`src/rtl/qlearn_step_sched_pkg.sv`:
```
// Shared types and constants for the Q-learning step scheduler.
package qlearn_pkg;

    localparam int unsigned S_BITS_DEF    = 6;
    localparam int unsigned A_BITS_DEF    = 2;
    // Scoreboard entries carry a state field wide enough for any S_BITS up to 16.
    localparam int unsigned SB_STATE_W    = 16;

    // Fibonacci taps 16,14,13,11 -> bits 15,13,12,10.
    localparam logic [15:0] LFSR_TAPS     = 16'hB400;
    localparam logic [15:0] LFSR_FALLBACK = 16'hACE1;

    typedef enum logic [1:0] {
        ST_IDLE  = 2'd0,
        ST_RUN   = 2'd1,
        ST_DRAIN = 2'd2
    } sched_state_e;

    typedef struct packed {
        logic                  valid;
        logic [SB_STATE_W-1:0] state;
    } sb_entry_t;

endpackage

```
`src/rtl/qlearn_step_sched_if.sv`:
```
// Host/config, table-issue and status signals of the step scheduler.
interface qlearn_step_sched_if #(
    parameter int unsigned S_BITS   = 6,
    parameter int unsigned A_BITS   = 2,
    parameter int unsigned CNT_BITS = 16
);
    logic                     i_start;
    logic [CNT_BITS-1:0]      i_num_episodes;
    logic [CNT_BITS-1:0]      i_max_steps;
    logic [S_BITS-1:0]        i_start_state;
    logic [S_BITS-1:0]        i_term_state;
    logic [15:0]              i_seed;
    logic [S_BITS+A_BITS-1:0] o_issue_addr;
    logic                     o_issue_valid;
    logic [S_BITS-1:0]        i_nexts;
    logic                     o_busy;
    logic                     o_done;
    logic [CNT_BITS-1:0]      o_episode_cnt;
    logic [CNT_BITS-1:0]      o_step_cnt;

    // Host / table side
    modport master (
        output i_start, i_num_episodes, i_max_steps, i_start_state,
               i_term_state, i_seed, i_nexts,
        input  o_issue_addr, o_issue_valid, o_busy, o_done,
               o_episode_cnt, o_step_cnt
    );

    // Scheduler side
    modport slave (
        input  i_start, i_num_episodes, i_max_steps, i_start_state,
               i_term_state, i_seed, i_nexts,
        output o_issue_addr, o_issue_valid, o_busy, o_done,
               o_episode_cnt, o_step_cnt
    );
endinterface

```
`src/rtl/qlearn_step_sched_lfsr.sv`:
```
// 16-bit Fibonacci LFSR with synchronous load and advance enable.
module qlearn_lfsr
    import qlearn_pkg::*;
(
    input  logic        i_clk,
    input  logic        i_rst,
    input  logic        i_load,
    input  logic        i_en,
    input  logic [15:0] i_seed,
    output logic [15:0] o_lfsr
);
    logic [15:0] lfsr_q, lfsr_d;

    // Load takes priority over advance; an all-zero seed would lock up.
    always_comb begin
        lfsr_d = lfsr_q;
        if (i_load) begin
            lfsr_d = (i_seed == '0) ? LFSR_FALLBACK : i_seed;
        end else if (i_en) begin
            lfsr_d = {lfsr_q[14:0], ^(lfsr_q & LFSR_TAPS)};
        end
    end

    // State register.
    always_ff @(posedge i_clk) begin
        if (i_rst) lfsr_q <= LFSR_FALLBACK;
        else       lfsr_q <= lfsr_d;
    end

    assign o_lfsr = lfsr_q;
endmodule

```
`src/rtl/qlearn_step_sched.sv`:
```
// Step scheduler: issues {state, action} steps, tracks in-flight updates,
// and stalls on Q/Qmax read-after-write hazards.
module qlearn_step_sched
    import qlearn_pkg::*;
#(
    parameter int unsigned S_BITS     = S_BITS_DEF,
    parameter int unsigned A_BITS     = A_BITS_DEF,
    parameter int unsigned PIPE_DEPTH = 4,
    parameter int unsigned CNT_BITS   = 16
) (
    input  logic               i_clk,
    input  logic               i_rst,
    qlearn_step_sched_if.slave bus
);
    // The entry issued PIPE_DEPTH cycles ago writes back this cycle, so only
    // the PIPE_DEPTH-1 younger entries can still block a read.
    localparam int unsigned SB_N = PIPE_DEPTH - 1;

    sched_state_e        state_q, state_d;
    logic [S_BITS-1:0]   cur_state_q, cur_state_d;
    logic [S_BITS-1:0]   start_state_q, start_state_d;
    logic [S_BITS-1:0]   term_state_q, term_state_d;
    logic [CNT_BITS-1:0] step_cnt_q, step_cnt_d;
    logic [CNT_BITS-1:0] episode_cnt_q, episode_cnt_d;
    logic [CNT_BITS-1:0] num_ep_q, num_ep_d;
    logic [CNT_BITS-1:0] max_steps_q, max_steps_d;
    sb_entry_t           sb_q [SB_N];
    sb_entry_t           sb_d [SB_N];

    logic [15:0] lfsr;
    logic        start_acc, issue, hazard, sb_empty, ep_end, last_ep;

    qlearn_lfsr u_lfsr (
        .i_clk  (i_clk),
        .i_rst  (i_rst),
        .i_load (start_acc),
        .i_en   (issue),
        .i_seed (bus.i_seed),
        .o_lfsr (lfsr)
    );

    assign start_acc = (state_q == ST_IDLE) && bus.i_start;
    assign issue     = (state_q == ST_RUN) && !hazard;
    assign ep_end    = (bus.i_nexts == term_state_q) ||
                       ((step_cnt_q + CNT_BITS'(1)) == max_steps_q);
    assign last_ep   = (episode_cnt_q + CNT_BITS'(1)) == num_ep_q;

    assign bus.o_issue_addr = (state_q == ST_IDLE) ? '0 : {cur_state_q, lfsr[A_BITS-1:0]};

    // Hazard: any live entry matching the Q read (cur) or Qmax read (nexts).
    always_comb begin
        hazard   = 1'b0;
        sb_empty = 1'b1;
        for (int unsigned i = 0; i < SB_N; i++) begin
            if (sb_q[i].valid) begin
                sb_empty = 1'b0;
                if ((sb_q[i].state == SB_STATE_W'(cur_state_q)) ||
                    (sb_q[i].state == SB_STATE_W'(bus.i_nexts))) begin
                    hazard = 1'b1;
                end
            end
        end
    end

    // FSM state register.
    always_ff @(posedge i_clk) begin
        if (i_rst) state_q <= ST_IDLE;
        else       state_q <= state_d;
    end

    // FSM next-state logic.
    always_comb begin
        state_d = state_q;
        unique case (state_q)
            ST_IDLE:  if (start_acc) state_d = (bus.i_num_episodes == '0) ? ST_DRAIN : ST_RUN;
            ST_RUN:   if (issue && ep_end && last_ep) state_d = ST_DRAIN;
            ST_DRAIN: if (sb_empty) state_d = ST_IDLE;
            default:  state_d = ST_IDLE;
        endcase
    end

    // FSM outputs.
    always_comb begin
        bus.o_issue_valid = issue;
        bus.o_busy        = (state_q != ST_IDLE);
        bus.o_done        = (state_q == ST_DRAIN) && sb_empty;
        bus.o_episode_cnt = episode_cnt_q;
        bus.o_step_cnt    = step_cnt_q;
    end

    // Datapath next values: config latch, state/counter advance, scoreboard shift.
    always_comb begin
        cur_state_d   = cur_state_q;
        start_state_d = start_state_q;
        term_state_d  = term_state_q;
        step_cnt_d    = step_cnt_q;
        episode_cnt_d = episode_cnt_q;
        num_ep_d      = num_ep_q;
        max_steps_d   = max_steps_q;

        sb_d[0].valid = issue;
        sb_d[0].state = SB_STATE_W'(cur_state_q);
        for (int unsigned i = 1; i < SB_N; i++) sb_d[i] = sb_q[i-1];

        if (start_acc) begin
            num_ep_d      = bus.i_num_episodes;
            max_steps_d   = (bus.i_max_steps == '0) ? CNT_BITS'(1) : bus.i_max_steps;
            start_state_d = bus.i_start_state;
            term_state_d  = bus.i_term_state;
            cur_state_d   = bus.i_start_state;
            step_cnt_d    = '0;
            episode_cnt_d = '0;
        end else if (issue) begin
            if (ep_end) begin
                cur_state_d   = start_state_q;
                step_cnt_d    = '0;
                episode_cnt_d = episode_cnt_q + CNT_BITS'(1);
            end else begin
                cur_state_d   = bus.i_nexts;
                step_cnt_d    = step_cnt_q + CNT_BITS'(1);
            end
        end
    end

    // Datapath registers.
    always_ff @(posedge i_clk) begin
        if (i_rst) begin
            cur_state_q   <= '0;
            start_state_q <= '0;
            term_state_q  <= '0;
            step_cnt_q    <= '0;
            episode_cnt_q <= '0;
            num_ep_q      <= '0;
            max_steps_q   <= '0;
            for (int unsigned i = 0; i < SB_N; i++) sb_q[i] <= '0;
        end else begin
            cur_state_q   <= cur_state_d;
            start_state_q <= start_state_d;
            term_state_q  <= term_state_d;
            step_cnt_q    <= step_cnt_d;
            episode_cnt_q <= episode_cnt_d;
            num_ep_q      <= num_ep_d;
            max_steps_q   <= max_steps_d;
            sb_q          <= sb_d;
        end
    end
endmodule

```
`src/flat_wrapper.sv`:
```
// flat-port wrapper written by rule: the top's interface ports become plain ports
module qlearn_step_sched_flat import qlearn_pkg::*;
#(
    parameter int unsigned S_BITS     = S_BITS_DEF,
    parameter int unsigned A_BITS     = A_BITS_DEF,
    parameter int unsigned PIPE_DEPTH = 4,
    parameter int unsigned CNT_BITS   = 16
)
  (i_clk, i_rst, bus_i_start, bus_i_num_episodes, bus_i_max_steps, bus_i_start_state, bus_i_term_state, bus_i_seed, bus_i_nexts, bus_o_issue_addr, bus_o_issue_valid, bus_o_busy, bus_o_done, bus_o_episode_cnt, bus_o_step_cnt);
  qlearn_step_sched_if #(.S_BITS(S_BITS), .A_BITS(A_BITS), .CNT_BITS(CNT_BITS)) bus_i ();
  input  logic i_clk;
  input  logic i_rst;
  input wire logic [$bits(bus_i.i_start)-1:0] bus_i_start;
  input wire logic [$bits(bus_i.i_num_episodes)-1:0] bus_i_num_episodes;
  input wire logic [$bits(bus_i.i_max_steps)-1:0] bus_i_max_steps;
  input wire logic [$bits(bus_i.i_start_state)-1:0] bus_i_start_state;
  input wire logic [$bits(bus_i.i_term_state)-1:0] bus_i_term_state;
  input wire logic [$bits(bus_i.i_seed)-1:0] bus_i_seed;
  input wire logic [$bits(bus_i.i_nexts)-1:0] bus_i_nexts;
  output wire logic [$bits(bus_i.o_issue_addr)-1:0] bus_o_issue_addr;
  output wire logic [$bits(bus_i.o_issue_valid)-1:0] bus_o_issue_valid;
  output wire logic [$bits(bus_i.o_busy)-1:0] bus_o_busy;
  output wire logic [$bits(bus_i.o_done)-1:0] bus_o_done;
  output wire logic [$bits(bus_i.o_episode_cnt)-1:0] bus_o_episode_cnt;
  output wire logic [$bits(bus_i.o_step_cnt)-1:0] bus_o_step_cnt;
  assign bus_i.i_start = bus_i_start;
  assign bus_i.i_num_episodes = bus_i_num_episodes;
  assign bus_i.i_max_steps = bus_i_max_steps;
  assign bus_i.i_start_state = bus_i_start_state;
  assign bus_i.i_term_state = bus_i_term_state;
  assign bus_i.i_seed = bus_i_seed;
  assign bus_i.i_nexts = bus_i_nexts;
  assign bus_o_issue_addr = bus_i.o_issue_addr;
  assign bus_o_issue_valid = bus_i.o_issue_valid;
  assign bus_o_busy = bus_i.o_busy;
  assign bus_o_done = bus_i.o_done;
  assign bus_o_episode_cnt = bus_i.o_episode_cnt;
  assign bus_o_step_cnt = bus_i.o_step_cnt;
  qlearn_step_sched #(.S_BITS(S_BITS), .A_BITS(A_BITS), .PIPE_DEPTH(PIPE_DEPTH), .CNT_BITS(CNT_BITS)) u_core (.i_clk(i_clk), .i_rst(i_rst), .bus(bus_i));
endmodule
```
`config.mk`:
```
export PLATFORM = sky130hd
export DESIGN_NAME = qlearn_step_sched_flat
export DESIGN_NICKNAME = d
export VERILOG_FILES = /design/src/rtl/qlearn_step_sched_pkg.sv /design/src/rtl/qlearn_step_sched_if.sv /design/src/rtl/qlearn_step_sched_lfsr.sv /design/src/rtl/qlearn_step_sched.sv /design/src/flat_wrapper.sv
export SDC_FILE = /design/constraint.sdc
export NUM_CORES = 1
export LEC_CHECK = 0
export CAP_MARGIN = 10
export CORE_ASPECT_RATIO = 0.5
export CORE_MARGIN = 1.5
export CORE_UTILIZATION = 45
export DETAILED_ROUTE_END_ITERATION = 6
export PLACE_DENSITY = 0.8
export SLEW_MARGIN = 5
export SYNTH_ARGS = -nofsm -noshare
export SYNTH_HDL_FRONTEND = slang
export SYNTH_SLANG_ARGS = --single-unit
```
`constraint.sdc`:
```
create_clock -name i_clk -period 3.3 [get_ports i_clk]
set_clock_uncertainty 0.2 [all_clocks]
set_input_delay 0.33 -clock i_clk [delete_from_list [all_inputs] [get_ports i_clk]]
set_output_delay 0.33 -clock i_clk [all_outputs]
set_load 0.005 [all_outputs]
```
* Word level (Yosys, flattened, before mapping)
Cells that the tools add are included.
Storage, ports and cells: register bits 151, input port bits 69, output and inout bits 43, logic and storage cells 75
Cells by class: add/sub/neg operators 2, equality and inequality tests 14, muxes and demuxes 23, reduce and logical (&&, ||, !) cells 20
Operators by type and width (count):
- $eq 16x6->1 | 6
- $mux 16 | 5
- $logic_not 16->1 | 3
- $add 16x1->16 const B | 2
- $eq 16x16->1 | 2
- $mux 6 | 3
- $reduce_xor 16->1 | 1
- $mux 1 | 9
- $mux 2 | 4
- $mux 8 | 1
- $eq 6x6->1 | 1
- $pmux 2 s3 | 1
- $logic_and 1x1->1 | 5
- $logic_or 1x1->1 | 4
- $ne 2x1->1 const B | 2
- $reduce_bool 2->1 | 2
- $reduce_and 3->1 | 1
- $eq 2x1->1 const B | 1
- $eq 2x2->1 const B | 1
- $logic_not 2->1 | 1
- $ne 2x2->1 const B | 1
- $reduce_and 2->1 | 1
- $reduce_or 2->1 | 1
- $logic_not 1->1 | 1

* Longest topological paths before layout
Gate-level depths: netlist of the first run.
depth after elaboration 14, gate-level depth with buffers 11, mapped depth without buffers 8

* Hierarchy
From an unflattened synthesis of the first run, not the netlist that was laid out.
Unflattened totals: cells, all modules 792, area total of the unflattened synthesis 6657.6 sq um
By module, submodules not included:
- qlearn_step_sched | times used 1, cells an instance 705, area each 5848.1 sq um, seq. area each 2102.0 sq um
- qlearn_lfsr | times used 1, cells an instance 87, area each 809.5 sq um, seq. area each 320.3 sq um

* Worst setup path before layout of the first run
OpenSTA, ideal clock, no wires.
path kind register to register, start point reg u_core.step_cnt_q[0] (netlist: u_core.bus.o_step_cnt[0]), end point reg u_core.episode_cnt_q[6] (netlist: u_core.bus.o_episode_cnt[6]), setup time 0.072 ns, arrival 2.638 ns, data required time 3.028 ns, setup slack 0.390 ns, stages on the path, launching flop included 9, buffers on the path 0, clock period less this slack 2.910 ns, path through dfxtp_1 > ha_1 > nand3_4 > or3_1 > a2111oi_2 > o2111a_2 > nand4_4 > a2111oi_2 > mux2i_1
Between the ends: cells in the longest elaborated chain, start to end 4
Ends and longest elaborated chain:
- from (decl) | line qlearn_step_sched.sv:23 | logic [CNT_BITS-1:0] step_cnt_q, step_cnt_d;
- from (signal assigned) | line qlearn_step_sched.sv:140 | step_cnt_q <= step_cnt_d;
- $add 16x1->16 | line qlearn_step_sched.sv:45 | ((step_cnt_q + CNT_BITS'(1)) == max_steps_q);
- $eq 16x16->1 | line qlearn_step_sched.sv:45
- $logic_or 1x1->1 | line qlearn_step_sched.sv:44 | assign ep_end = (bus.i_nexts == term_state_q) ||
- $reduce_and 2->1 (no line)
- to (signal assigned) | line qlearn_step_sched.sv:141 | episode_cnt_q <= episode_cnt_d;
- to (decl) | line qlearn_step_sched.sv:24 | logic [CNT_BITS-1:0] episode_cnt_q, episode_cnt_d;
No other way between the ends. A chain may end at the register's enable or synchronous reset.

* Worst setup path in the final report of the first run
start point reg u_core.step_cnt_q[0] (netlist: u_core.bus.o_step_cnt[0]), end point reg u_core.episode_cnt_q[15] (netlist: u_core.bus.o_episode_cnt[15])
Same word-level chain as after synthesis.

==> results of run 1 <==
==> power groups by stage <==
stage	Combinational [mW]	Clock (mW)	Sequential [mW]
floorplan	0.341	0	1.61
global placement	0.515	0	1.64
detailed placement	0.522	0	1.64
CTS	0.529	2.16	1.61
global route	0.586	2.24	1.62
finish	0.540	2.15	1.61
==> state kept, by name, indices dropped and copies added, names as in the netlist <==
register / cells
u_core.bus.o_episode_cnt: 16
u_core.bus.o_step_cnt: 16
u_core.cur_state_q: 6
u_core.max_steps_q: 16
u_core.num_ep_q: 16
u_core.sb_d: 14
u_core.sb_q: 7
u_core.start_state_q: 6
u_core.state_q: 2
u_core.term_state_q: 6
u_core.u_lfsr.o_lfsr: 16
==> final timing paths <==
check	slack, ns	to	depth (start not counted)
worst max register to register	0.29	u_core.bus.o_episode_cnt[15]	10
worst max-delay path	0.29	u_core.bus.o_episode_cnt[15]	10
worst min-delay path	0.08	u_core.max_steps_q[11]	2
worst min register to register	0.27	u_core.term_state_q[0]	2
==> through the flow <==
stage / setup WS (ns) / power (mW) / instance area (um2)
final: 0.293 / 4.30 / 8550
after global routing: 0.123 / 4.45 / 8550
after CTS: 0.0820 / 4.30 / 8490
after detailed placement: 0.124 / 2.16 / 7800
after global placement: 0.110 / 2.15 / 7800
after floorplan: 0.390 / 1.95 / 6540
==> layout by cell type (no fill, tap or decap), drive strengths merged, types with 22 or more instances in the layout <==
master         Yosys  routed
xor2              46      46
clkdlybuf4s50      0     110
o21ai             22      22
nor2b             32      32
nor4              28      28
nor2              35      35
xnor2             52      52
nand2            107     107
a21oi             53      53
buf               17      30
nand3             22      22
dfxtp            121     121
==> routing by layer <==
metal,GRT usage [%],wire length (um)
met1,34.0,8720
met2,41.2,8860
met3,5.28,1330
met4,8.54,284
met5,0,0
==> worst register-to-register path: stages (launching register included) <==
cell       delay [ns]
dfxtp_1          0.35
ha_1             0.28
nand3_4          0.16
or3_1            0.42
a2111oi_2        0.36
o2111a_2         0.27
nand4_4          0.12
buf_4            0.18
buf_4            0.15
a21oi_1          0.20
mux2i_1          0.24
==> what timing repair did <==
action,CTS,global route
setup endpoints to repair,0,34
setup buffers,0,5
hold buffers,0,0
gates resized for setup,0,3
==> synth_stat cells, types with 2 or more instances <==
library cell / instances
a2111oi_0: 2
a2111oi_2: 6
a211oi_1: 14
a211oi_2: 6
a21oi_1: 53
a22o_1: 11
a311oi_1: 2
a31oi_1: 10
a32oi_1: 2
and2_1: 4
and3_1: 4
and4_1: 4
buf_1: 7
buf_2: 7
buf_4: 2
clkbuf_1: 50
dfxtp_1: 121
ha_1: 2
inv_1: 6
mux2i_1: 17
nand2_1: 107
nand2b_1: 3
nand3_1: 21
nand4_1: 20
nand4b_1: 6
nor2_1: 35
nor2b_1: 32
nor3_1: 19
nor3b_1: 7
nor4_1: 28
nor4b_1: 2
o2111ai_1: 2
o21ai_0: 22
o22ai_1: 3
o31ai_1: 16
or3_1: 21
or4_1: 2
xnor2_1: 52
xor2_1: 46
==> layout make-up <==
class                      count  area, um2
timing repair buffer         140       1340
clock inverter                12        219
clock buffer                  20        467
sequential                   121       2420
fill                        1147       5300
inverter                       7       26.3
multi-input combinational    593       3840
tap                          192        240
==> kinds of logic after synthesis <==
kind of cell / Yosys count / share of synthesized area [%]
adders and majority gates: 2 / 0.383
DFF: 121 / 37.1
xor gates and xnor gates: 98 / 13.1
AOI/OAI and AO/OA: 158 / 16.9
muxes: 18 / 2.78
buffers and inverters: 74 / 4.61
and+or+nand+nor: 317 / 25.2
==> flow_summary.yaml, run 1 <==
pwr:
  p_switching_mw: 1.02
  power.share.clock_pct: 50.0
  p_int_mw: 3.28
  sw_frac_of_total_pct: 23.8
  p_per_area_mw_per_mm2: 503
  p_comb_share_pct: 12.6
  ir_worst_vdd_v: 0.000374
  p_leak_nw: 2.98
  power_frac_seq_pct: 37.4
synth:
  yosys.area.top_type: "dfxtp_1"
  ys_top_cells_by_area: "dfxtp_1 37%, xnor2_1 7.0%, xor2_1 6.2%, nand2_1 6.1%, a21oi_1 4.1%"
  ys_ff_latch: 121
  synth_warnings: 0
  syn-instance-count: 788
  synth.distinct_cells: 53
  syn_area_per_cell_um2: 8.29
  synth-edff-count: 0
  synthesis.area_mm2: 0.00654
  synthesis.nets: 859
  async_reset_ff_share_pct: 0
  ys.flop_type: "dfxtp_1"
  synth_top_area_share_pct: 37.1
  ys_seq_area_share_pct: 37.1
run:
  cap_violations: 0
worst_setup_path:
  crit_chain: "ha_1, nand3_4, or3_1, a2111oi_2, o2111a_2, nand4_4, buf_4, buf_4, a21oi_1, mux2i_1"
  startpoint: "u_core.bus.o_step_cnt[0]"
  r2r-start: "u_core.bus.o_step_cnt[0]"
  critPathTopFamily: "compound AO/OA/AOI/OAI gates"
  required_ns: 3.42
  worst_setup_path_end_kind: "register"
  worstSetupPathType: "reg -> reg"
  path_buf_inv: 2
  cp.arrival_ns: 3.13
  critPathMaxFanout: 10
  slowest_delay_ns: 0.42
  cp-start-kind: "register"
  cp_slowest_cell: "or3_1"
  path_common_cell: "buf_4"
floorplanning:
  die_w_um: 173
  core_mm2: 0.0139
  start_util_pct: 47.2
  dieArea_mm2: 0.0153
  dieHeight_um: 88.2
  row_count: 30
  io_pins: 112
detailed_routing:
  drtPass1Iterations: 5
  drt-vias-per-instance: 5.82
  drt_wl_total_mm: 19.2
  drt_iter0_drc: 678
  dr_total_vias: 6318
  drc: 0
  wl_per_cell_um: 17.7
  antenna_left: 0
placement:
  dp.cells: 1048
  hpwl_mm: 12.9
  place_congestion: 0.934
  numPortBuffers: 111
clock_tree:
  cts_buffer_depth: 2
  clk_pin_slew_worst_paths_ns: 0.05
  cts_tree: "built"
  clkSinkCount: 121
  cts_root_buffer: "clkbuf_16"
  insertion_delay_ns: 0.41
  numCtsBuffers: 17
  htree_levels: 4
status:
  status: "finished clean"
finish:
  fin_cells: 1085
  fin_nets: 951
  area_delta_synth_final_pct: 30.9
  diodes: 0
  drive_above_1_share_pct: 9.63
  fin_util_pct: 61.8
timing:
  min_period_ns: 3.01
  worst_pin_slew_ns: 0.827
  drv_slew: 0
  finalCritPeriodShare_pct: 91.1
  setup_viol: 0
  final_hold_viol_count: 0
  whs_ns: 0.0768
  finalSetupTns_ns: 0
  rsz0062_at_grt: "false"
  slew-limit-headroom_pct: 44.8
  fmax_mhz: 333
global_route:
  overflow: 0
  grt_antenna_before_repair: 0
  grt_max_degree: 79
  grt.total_usage_pct: 25.3
  first_global_vias: 6010
  grt_pass1_wl_mm: 31.0
hold_path:
  hold_start: "i_rst"
  holdCritPathClass: "in -> reg"
Power figures use the tool's default switching activity.
==> run 2, diff against run 1 <==
HOLD_SLACK_MARGIN = 0.15   (was unset)
==> run 2 against run 1 <==
Effect of this change:
- die area is the same
- count of clock-buffer cells in the layout is the same
- via count grew 0.43%
- hold slack gained 0.19 ns
- global-route usage is the same
- combinational power is essentially flat
- routed wire length is essentially flat
- core utilization grew 0.072 points
- setup slack gained 0.0042 ns
- flip-flop and latch count is the same
- largest power group unchanged
- highest routed layer unchanged
==> flow_summary.yaml, run 2 (synthesized netlist as in run 1, its figures left out) <==
clock_tree:
  cts_root_buffer: "clkbuf_16"
  htree_levels: 4
  cts_tree: "built"
  insertion_delay_ns: 0.41
  cts_buffer_depth: 2
  clkSinkCount: 121
  numCtsBuffers: 17
  clk_pin_slew_worst_paths_ns: 0.06
worst_setup_path:
  path_buf_inv: 2
  cp-start-kind: "register"
  critPathMaxFanout: 10
  cp_slowest_cell: "or3_1"
  rrSetupSlack_ns: 0.30
  worstSetupPathType: "reg -> reg"
  r2r-start: "u_core.bus.o_step_cnt[0]"
  r2r_cells: 10
  critPathCapture: "u_core.bus.o_episode_cnt[15]"
  cp.arrival_ns: 3.12
  critPathTopFamily: "compound AO/OA/AOI/OAI gates"
  path_depth: 10
  r2r_end: "u_core.bus.o_episode_cnt[15]"
  worst_setup_path_end_kind: "register"
  path_common_cell: "buf_4"
  required_ns: 3.42
  startpoint: "u_core.bus.o_step_cnt[0]"
  slowest_delay_ns: 0.42
  crit_chain: "ha_1, nand3_4, or3_1, a2111oi_2, o2111a_2, nand4_4, buf_4, buf_4, a21oi_1, mux2i_1"
finish:
  fin_nets: 952
  fillers: 1144
  final_common_cell: "dfxtp_1"
  drive_above_1_share_pct: 9.62
  area_delta_synth_final_pct: 31.0
  diodes: 0
  design_area_mm2: 0.00856
  most-common-layout-cells: "121 x dfxtp_1, 110 x clkdlybuf4s50_1, 106 x nand2_1, 53 x a21oi_1, 52 x xnor2_1"
run:
  cap_violations: 0
detailed_routing:
  wl_per_cell_um: 17.7
  drt_wl_total_mm: 19.2
  drtPass1Iterations: 5
  drc: 0
  antenna_left: 0
  drt-vias-per-instance: 5.84
  dr_total_vias: 6345
  drt_iter0_drc: 687
floorplanning:
  row_count: 30
  start_util_pct: 47.2
  core_mm2: 0.0139
  dieHeight_um: 88.2
  dieArea_mm2: 0.0153
  io_pins: 112
  die_w_um: 173
pwr:
  p_leak_nw: 2.98
  p_per_area_mw_per_mm2: 502
  ir_worst_vdd_v: 0.000374
global_route:
  grt_max_degree: 79
  overflow: 0
  grt.total_usage_pct: 25.3
  first_global_vias: 6014
  grt_antenna_before_repair: 0
  grt_pass1_wl_mm: 31.0
timing:
  fmax_mhz: 333
  finalCritPeriodShare_pct: 91.0
  min_period_ns: 3.00
  worst_pin_slew_ns: 0.825
  setup_viol: 0
  final_hold_viol_count: 0
  slew-limit-headroom_pct: 45.0
  drv_slew: 0
  rsz0062_at_grt: "false"
  finalSetupTns_ns: 0
placement:
  place_congestion: 0.934
  dpl_cell_area_mm2: 0.00780
  numPortBuffers: 111
  hpwl_mm: 12.9
status:
  status: "finished clean"
hold_path:
  holdCritPathClass: "reg -> reg"
run 2: repair_timing:
action / in CTS / in global routing
gates resized for setup: 0 / 3
buffers inserted: 0 / 5
endpoints found under the setup margin: 0 / 34
hold buffers: 1 / 0
hold endpoints to repair: 3 / 0
run 2: stage by stage:
step,power [mW],setup WS (ns),instances,util (%),hold WS (ns)
floorplan,1.95,0.390,788,-,0.237
global placement,2.15,0.110,1048,56.3,0.248
detailed placement,2.16,0.124,1048,56.3,0.251
CTS,4.30,0.0820,1081,61.3,0.262
global route,4.45,0.123,1086,61.8,0.273
finish,4.30,0.297,1086,61.8,0.265
run 2: area by class of cell:
class | instances | area [um2] | area share (%)
Multi-Input combinational cell | 593 | 3840 | 44.9
Sequential cell | 121 | 2420 | 28.3
Timing Repair Buffer | 141 | 1350 | 15.7
Clock buffer | 20 | 467 | 5.45
Tap cell | 192 | 240 | 2.81
Clock inverter | 12 | 219 | 2.56
Inverter | 7 | 26.3 | 0.307
run 2: worst register-to-register path, cell delays in order (launching register included):
cell and delay (ns):
dfxtp_1 0.34, ha_1 0.27, nand3_4 0.16, or3_1 0.42, a2111oi_2 0.36, o2111a_2 0.27, nand4_4 0.12, buf_4 0.18
buf_4 0.15, a21oi_1 0.20, mux2i_1 0.25
run 2: metal layers:
layer,GRT usage (%),share of wire (%),routed length (um)
met1,34.0,45,8710
met2,41.2,46,8850
met3,5.28,6.9,1330
met4,8.70,1.6,315
met5,0,0,0
run 2: power by group:
part	internal [mW]	total, mW	switching, mW
clock	1.47	2.15	0.677
combinational	0.266	0.542	0.276
sequential	1.54	1.61	0.0734
run 2: worst min path at each step:
stage                            startpoint                       to  slack (ns)  cells past startpoint
finish               u_core.term_state_q[0]   u_core.term_state_q[0]        0.27                      2
floorplan           u_core.start_state_q[0]  u_core.start_state_q[0]        0.24                      2
global route            bus_i_term_state[4]   u_core.term_state_q[4]        0.27                      3
global placement    u_core.start_state_q[2]  u_core.start_state_q[2]        0.25                      2
CTS                     bus_i_term_state[4]   u_core.term_state_q[4]        0.26                      3
detailed placement  u_core.start_state_q[5]  u_core.start_state_q[5]        0.25                      2
